**src/rtl/mem_arbiter.sv**
```systemverilog
// Round-robin arbiter sequencing CPU and I/O accesses onto a single-port RAM; write ack 2 cycles, read ack 2+RD_LAT cycles after grant.
// Masters hold req until ack (no backpressure path into RAM); cpu_stall freezes the CPU until its own ack cycle.
module mem_arbiter #(
    parameter int ADDR_W = 15,
    parameter int RD_LAT = 1
) (
    input  logic              clk,
    input  logic              rst,
    input  logic              cpu_req,
    input  logic              cpu_we,
    input  logic [31:0]       cpu_addr,
    input  logic [31:0]       cpu_wdata,
    output logic [31:0]       cpu_rdata,
    output logic              cpu_ack,
    output logic              cpu_stall,
    input  logic              io_req,
    input  logic              io_we,
    input  logic [31:0]       io_addr,
    input  logic [31:0]       io_wdata,
    output logic [31:0]       io_rdata,
    output logic              io_ack,
    output logic              bad_addr,
    output logic [ADDR_W-1:0] ram_addr,
    output logic [31:0]       ram_wdata,
    output logic              ram_wren,
    input  logic [31:0]       ram_rdata
);

    typedef enum logic [1:0] {S_IDLE, S_ISSUE, S_WAIT, S_DONE} state_t;

    localparam logic OWN_CPU = 1'b0;
    localparam logic OWN_IO  = 1'b1;

    state_t            state_q, state_d;
    logic              owner_q, owner_d;
    logic              last_q, last_d;
    logic              we_q, we_d;
    logic              oor_q, oor_d;
    logic [1:0]        cnt_q, cnt_d;
    logic [ADDR_W-1:0] ram_addr_q, ram_addr_d;
    logic [31:0]       ram_wdata_q, ram_wdata_d;
    logic              ram_wren_q, ram_wren_d;
    logic [31:0]       cpu_rdata_q, cpu_rdata_d;
    logic [31:0]       io_rdata_q, io_rdata_d;
    logic              cpu_ack_q, cpu_ack_d;
    logic              io_ack_q, io_ack_d;
    logic              bad_q, bad_d;

    logic              grant_io;
    logic              sel_we;
    logic [31:0]       sel_addr;
    logic [31:0]       sel_wdata;
    logic              sel_oor;
    logic              unused_addr_bits;

    // On a tie the master that did not win last time is granted.
    assign grant_io  = io_req & (~cpu_req | (last_q == OWN_CPU));
    assign sel_we    = grant_io ? io_we    : cpu_we;
    assign sel_addr  = grant_io ? io_addr  : cpu_addr;
    assign sel_wdata = grant_io ? io_wdata : cpu_wdata;
    assign sel_oor   = |sel_addr[31:ADDR_W+2];
    assign unused_addr_bits = ^{cpu_addr[1:0], io_addr[1:0]};

    always_comb begin
        state_d     = state_q;
        owner_d     = owner_q;
        last_d      = last_q;
        we_d        = we_q;
        oor_d       = oor_q;
        cnt_d       = cnt_q;
        ram_addr_d  = ram_addr_q;
        ram_wdata_d = ram_wdata_q;
        ram_wren_d  = 1'b0;
        cpu_rdata_d = cpu_rdata_q;
        io_rdata_d  = io_rdata_q;
        cpu_ack_d   = 1'b0;
        io_ack_d    = 1'b0;
        bad_d       = 1'b0;
        case (state_q)
            S_IDLE: begin
                if (cpu_req | io_req) begin
                    owner_d     = grant_io;
                    last_d      = grant_io;
                    we_d        = sel_we;
                    oor_d       = sel_oor;
                    ram_addr_d  = sel_addr[ADDR_W+1:2];
                    ram_wdata_d = sel_wdata;
                    ram_wren_d  = sel_we & ~sel_oor;
                    cnt_d       = 2'd0;
                    state_d     = S_ISSUE;
                end
            end
            S_ISSUE: begin
                if (we_q) begin
                    cpu_ack_d = (owner_q == OWN_CPU);
                    io_ack_d  = (owner_q == OWN_IO);
                    bad_d     = oor_q;
                    state_d   = S_DONE;
                end else begin
                    state_d = S_WAIT;
                end
            end
            S_WAIT: begin
                if (cnt_q == 2'(RD_LAT - 1)) begin
                    if (owner_q == OWN_CPU) cpu_rdata_d = oor_q ? 32'd0 : ram_rdata;
                    else                    io_rdata_d  = oor_q ? 32'd0 : ram_rdata;
                    cpu_ack_d = (owner_q == OWN_CPU);
                    io_ack_d  = (owner_q == OWN_IO);
                    bad_d     = oor_q;
                    state_d   = S_DONE;
                end else begin
                    cnt_d = cnt_q + 2'd1;
                end
            end
            S_DONE: begin
                // Requests are ignored here so the just-acked master is not served twice.
                state_d = S_IDLE;
            end
            default: state_d = S_IDLE;
        endcase
    end

    always_ff @(posedge clk) begin
        if (!rst) begin
            state_q     <= S_IDLE;
            owner_q     <= OWN_CPU;
            last_q      <= OWN_IO;
            we_q        <= 1'b0;
            oor_q       <= 1'b0;
            cnt_q       <= 2'd0;
            ram_addr_q  <= '0;
            ram_wdata_q <= 32'd0;
            ram_wren_q  <= 1'b0;
            cpu_rdata_q <= 32'd0;
            io_rdata_q  <= 32'd0;
            cpu_ack_q   <= 1'b0;
            io_ack_q    <= 1'b0;
            bad_q       <= 1'b0;
        end else begin
            state_q     <= state_d;
            owner_q     <= owner_d;
            last_q      <= last_d;
            we_q        <= we_d;
            oor_q       <= oor_d;
            cnt_q       <= cnt_d;
            ram_addr_q  <= ram_addr_d;
            ram_wdata_q <= ram_wdata_d;
            ram_wren_q  <= ram_wren_d;
            cpu_rdata_q <= cpu_rdata_d;
            io_rdata_q  <= io_rdata_d;
            cpu_ack_q   <= cpu_ack_d;
            io_ack_q    <= io_ack_d;
            bad_q       <= bad_d;
        end
    end

    assign cpu_rdata = cpu_rdata_q;
    assign io_rdata  = io_rdata_q;
    assign cpu_ack   = cpu_ack_q;
    assign io_ack    = io_ack_q;
    assign bad_addr  = bad_q;
    assign ram_addr  = ram_addr_q;
    assign ram_wdata = ram_wdata_q;
    assign ram_wren  = ram_wren_q;
    assign cpu_stall = cpu_req & ~((state_q == S_DONE) & (owner_q == OWN_CPU));

endmodule
```
**config.mk**
```make
export PLATFORM = sky130hd
export DESIGN_NAME = mem_arbiter
export DESIGN_NICKNAME = d
export VERILOG_FILES = /design/src/rtl/mem_arbiter.sv
export SDC_FILE = /design/constraint.sdc
export NUM_CORES = 1
export LEC_CHECK = 0
export CORE_ASPECT_RATIO = 0.5
export CORE_MARGIN = 5
export CORE_UTILIZATION = 39
export CTS_CLUSTER_SIZE = 40
export DETAILED_ROUTE_END_ITERATION = 10
export HOLD_SLACK_MARGIN = 0.05
export PLACE_DENSITY = 0.8
export RECOVER_POWER = 25
export SETUP_SLACK_MARGIN = 0.5
export SLEW_MARGIN = 10
export SYNTH_ARGS = -nofsm -noshare
export SYNTH_HDL_FRONTEND = slang
export SYNTH_SLANG_ARGS = --single-unit
export TNS_END_PERCENT = 50
```
**constraint.sdc**
```tcl
create_clock -name clk -period 2.1 [get_ports clk]
set_input_delay 0.315 -clock clk [delete_from_list [all_inputs] [get_ports clk]]
set_output_delay 0.315 -clock clk [all_outputs]
set_load 0.01 [all_outputs]
```
==> results.md <==
* DRT antenna net count at 0
* Number of max-cap violations at 0
* Post-DP Area at between 8000 and 9000 µm²
* Cells after synthesis at between 600 and 700
* Deepest clock path buffer count at 2
* Clk root buf: clkbuf_16
* Fin nets at roughly 1000
* Die Height at slightly above 90 µm
* DRT iter0 DRCs at 234
* TritonCTS sink count at around 120
* Hold_buf cts at 0
* CP Class: flop to flop
* DRC viols at 0
* Core Util, Final at 0.6736
* Commonest non-fill, non-tap cell in the layout: clkdlybuf4s50_1
* I/O pin count at 282
* Most frequent cells in the layout: 220 x clkdlybuf4s50_1, 133 x nand2_1, 122 x dfxtp_1
* Status: finished clean
* Antenna cells at 0
* Die Wd at around 170 µm
* Arrival time worst endpoint at just under 2000 ps
* Startpoint Class: flop
* Total GRT Usage at 0.2031
* Crit Path Max Fanout at 7
* Hold Path Class: flop to flop
* DR vias at 5116
* CTS H-tree lvls at 4
* GP Congestion at between 0.7 and 0.8
* Avg Inst Size Synth at around 8.6 µm²
* Mean routed wirelength per cell at around 16 µm
* Initial core utilization at 0.4039
* Pre-antenna DRT Iters at 4
* Worst-Margin Slew at between 300 and 400 ps
* Layout cells sized above 1 at 0.07692
* Final Hold Viols at 0
* Cell row count at 29
* Via/cell ratio at approximately 4.9
* FF+latch count, synth at 123
* Syn Nets at 772
* IO Port Bufs at between 200 and 300
* Mapped Area at ~5200 µm²
* Fillers at a little over 1000
* Layout area overhead at 66.77%
* Pwr/cell area at 1100 nW/µm²
* Netlist cell types at 35
* RSZ-0062 raised after global routing: true
* Slew Viols, Final at 0
* Reg clk slew, reported paths at 60 ps
* Leakage power figure at between 3 and 4 nW
* Setup violators final at 0
* Final instance area at roughly 8600 µm²
* Clk_lat worst skew at about 400 ps
* Die area at approximately 16000 µm²
* Crit. End Element: flop
* Vias in the first global route at roughly 5000
* Remaining Overflow, GRT at 0
* Initial antenna violation count at 0
* VDD IR max at slightly below 0.7 mV
* Aggregate routed wire length at approximately 17000 µm
* Largest net degree at the start of global routing at 86
* Skew final at just under 9 ps
* Final Cycle Share at 0.8066
* First-pass GRT wire length at roughly 26000 µm
* Worst Path Required at about 2400 ps
* CTS tree: built
* Warnings, synthesis at 0
* Worst slew margin at 0.7407
* Min Clock Period, post-route at 1694 ps
* Fmax at between 500 and 600 MHz
* Total CTS buffers at 17
* Seq/Total Area, Yosys at 0.4759
* DPL Wire Length at about 13000 µm
* Core area at ~13000 µm²
* Setup tns final at 0 ps
## logic make-up after synthesis
family / share of synthesized area
DFF: 0.4759
AOI/OAI and AO/OA: 0.1509
and+or+nand+nor: 0.2034
buffers and inverters: 0.06070
muxes: 0.09698
adders and majority gates: 0.01209
## sequential cells by signal, summed over array words and instances (netlist names)
name and cells:
cpu_rdata 32, ram_wren 1, cpu_ack 1, cnt_q 2
bad_addr 1, owner_q 1, ram_addr 15, io_rdata 32
ram_wdata 32, io_ack 1, oor_q 1, last_q 1
state_q 2, we_q 1
## final cells by class
type | instances | area, µm² | share of cell area
well taps | 170 | 212.7 | 0.02465
clock inverters | 13 | 140.1 | 0.01624
inverters | 7 | 27.53 | 0.003190
flip-flops and latches | 123 | 2464 | 0.2855
multi-input cells | 425 | 2457 | 0.2848
clock buffers | 19 | 452.9 | 0.05249
repair buffers | 297 | 2874 | 0.3331
## synth_stat cells (all sizes together)
master | n | area, µm²
o21a | 1 | 7.510
and3 | 2 | 12.51
ha | 5 | 62.56
clkbuf | 20 | 75.07
nor3 | 2 | 10.01
a221oi | 1 | 8.760
a21oi | 68 | 340.3
o21ai | 2 | 10.01
nor4 | 6 | 37.54
nor2b | 33 | 206.5
nand4b | 1 | 8.760
buf | 26 | 212.7
mux2 | 1 | 11.26
nand2b | 2 | 12.51
dfxtp | 123 | 2462
a211oi | 49 | 372.9
o211ai | 1 | 7.510
mux2i | 49 | 490.5
a21boi | 2 | 18.77
nand3 | 2 | 10.01
and2 | 3 | 18.77
nor3b | 1 | 7.510
nor2 | 56 | 210.2
nand2 | 133 | 499.2
o22ai | 1 | 6.260
inv | 7 | 26.27
a311oi | 1 | 8.760
nand4 | 3 | 18.77
## report_power, final
| part | total, mW | internal [mW] | switching [mW] |
|---|---|---|---|
| clock network | 2.91 | 1.82 | 1.09 |
| registers | 3.07 | 2.82 | 0.251 |
| logic | 3.51 | 1.68 | 1.83 |
| total | 9.50 | 6.32 | 3.17 |
## critical path, stage by stage (launching register included)
cell      delay (ps)
dfxtp_1          430
inv_1            130
ha_4             200
nor3b_2          180
a211oi_2         240
buf_4            170
mux2i_1          170
nor2_1            50
## layer usage
metal	vias to the layer above	global-route usage	wire (µm)
met5	-	0	0
met4	0	0.07129	312
met3	25	0.05560	922
met2	160	0.3907	9229
met1	2340	0.2146	6714
li1	2591	-	-
## metrics by stage
stage               hold slack [ps]  cells  power, mW  worst slack, ps
floorplan                     391.2    601      4.957            527.6
global placement              441.4   1017      6.508            244.1
detailed placement            445.3   1017      6.604            226.9
CTS                           452.9   1052      9.628            463.3
global route                  470.8   1054      9.999            268.8
finish                        452.2   1054      9.495            406.2
## repair_timing
item / CTS / global route
setup endpoints to repair: 174 / 153
cloned: 0 / 0
gates resized for setup: 21 / 56
pin swaps: 1 / 3
setup buffers: 3 / 2
## path summary, 6_finish.rpt
path | cells past startpoint | endpoint | startpoint | slack [ps]
max | 7 | cnt_q[0]$_SDFFE_PN0P_ | state_q[1]$_SDFFE_PN0P_ | 410
min | 2 | cpu_rdata[6]$_SDFFE_PN0P_ | cpu_rdata[6]$_SDFFE_PN0P_ | 450
max reg2reg | 7 | cnt_q[0]$_SDFFE_PN0P_ | state_q[1]$_SDFFE_PN0P_ | 410
min reg2reg | 2 | cpu_rdata[6]$_SDFFE_PN0P_ | cpu_rdata[6]$_SDFFE_PN0P_ | 450
No activity file was read; power rests on OpenSTA's default activity.
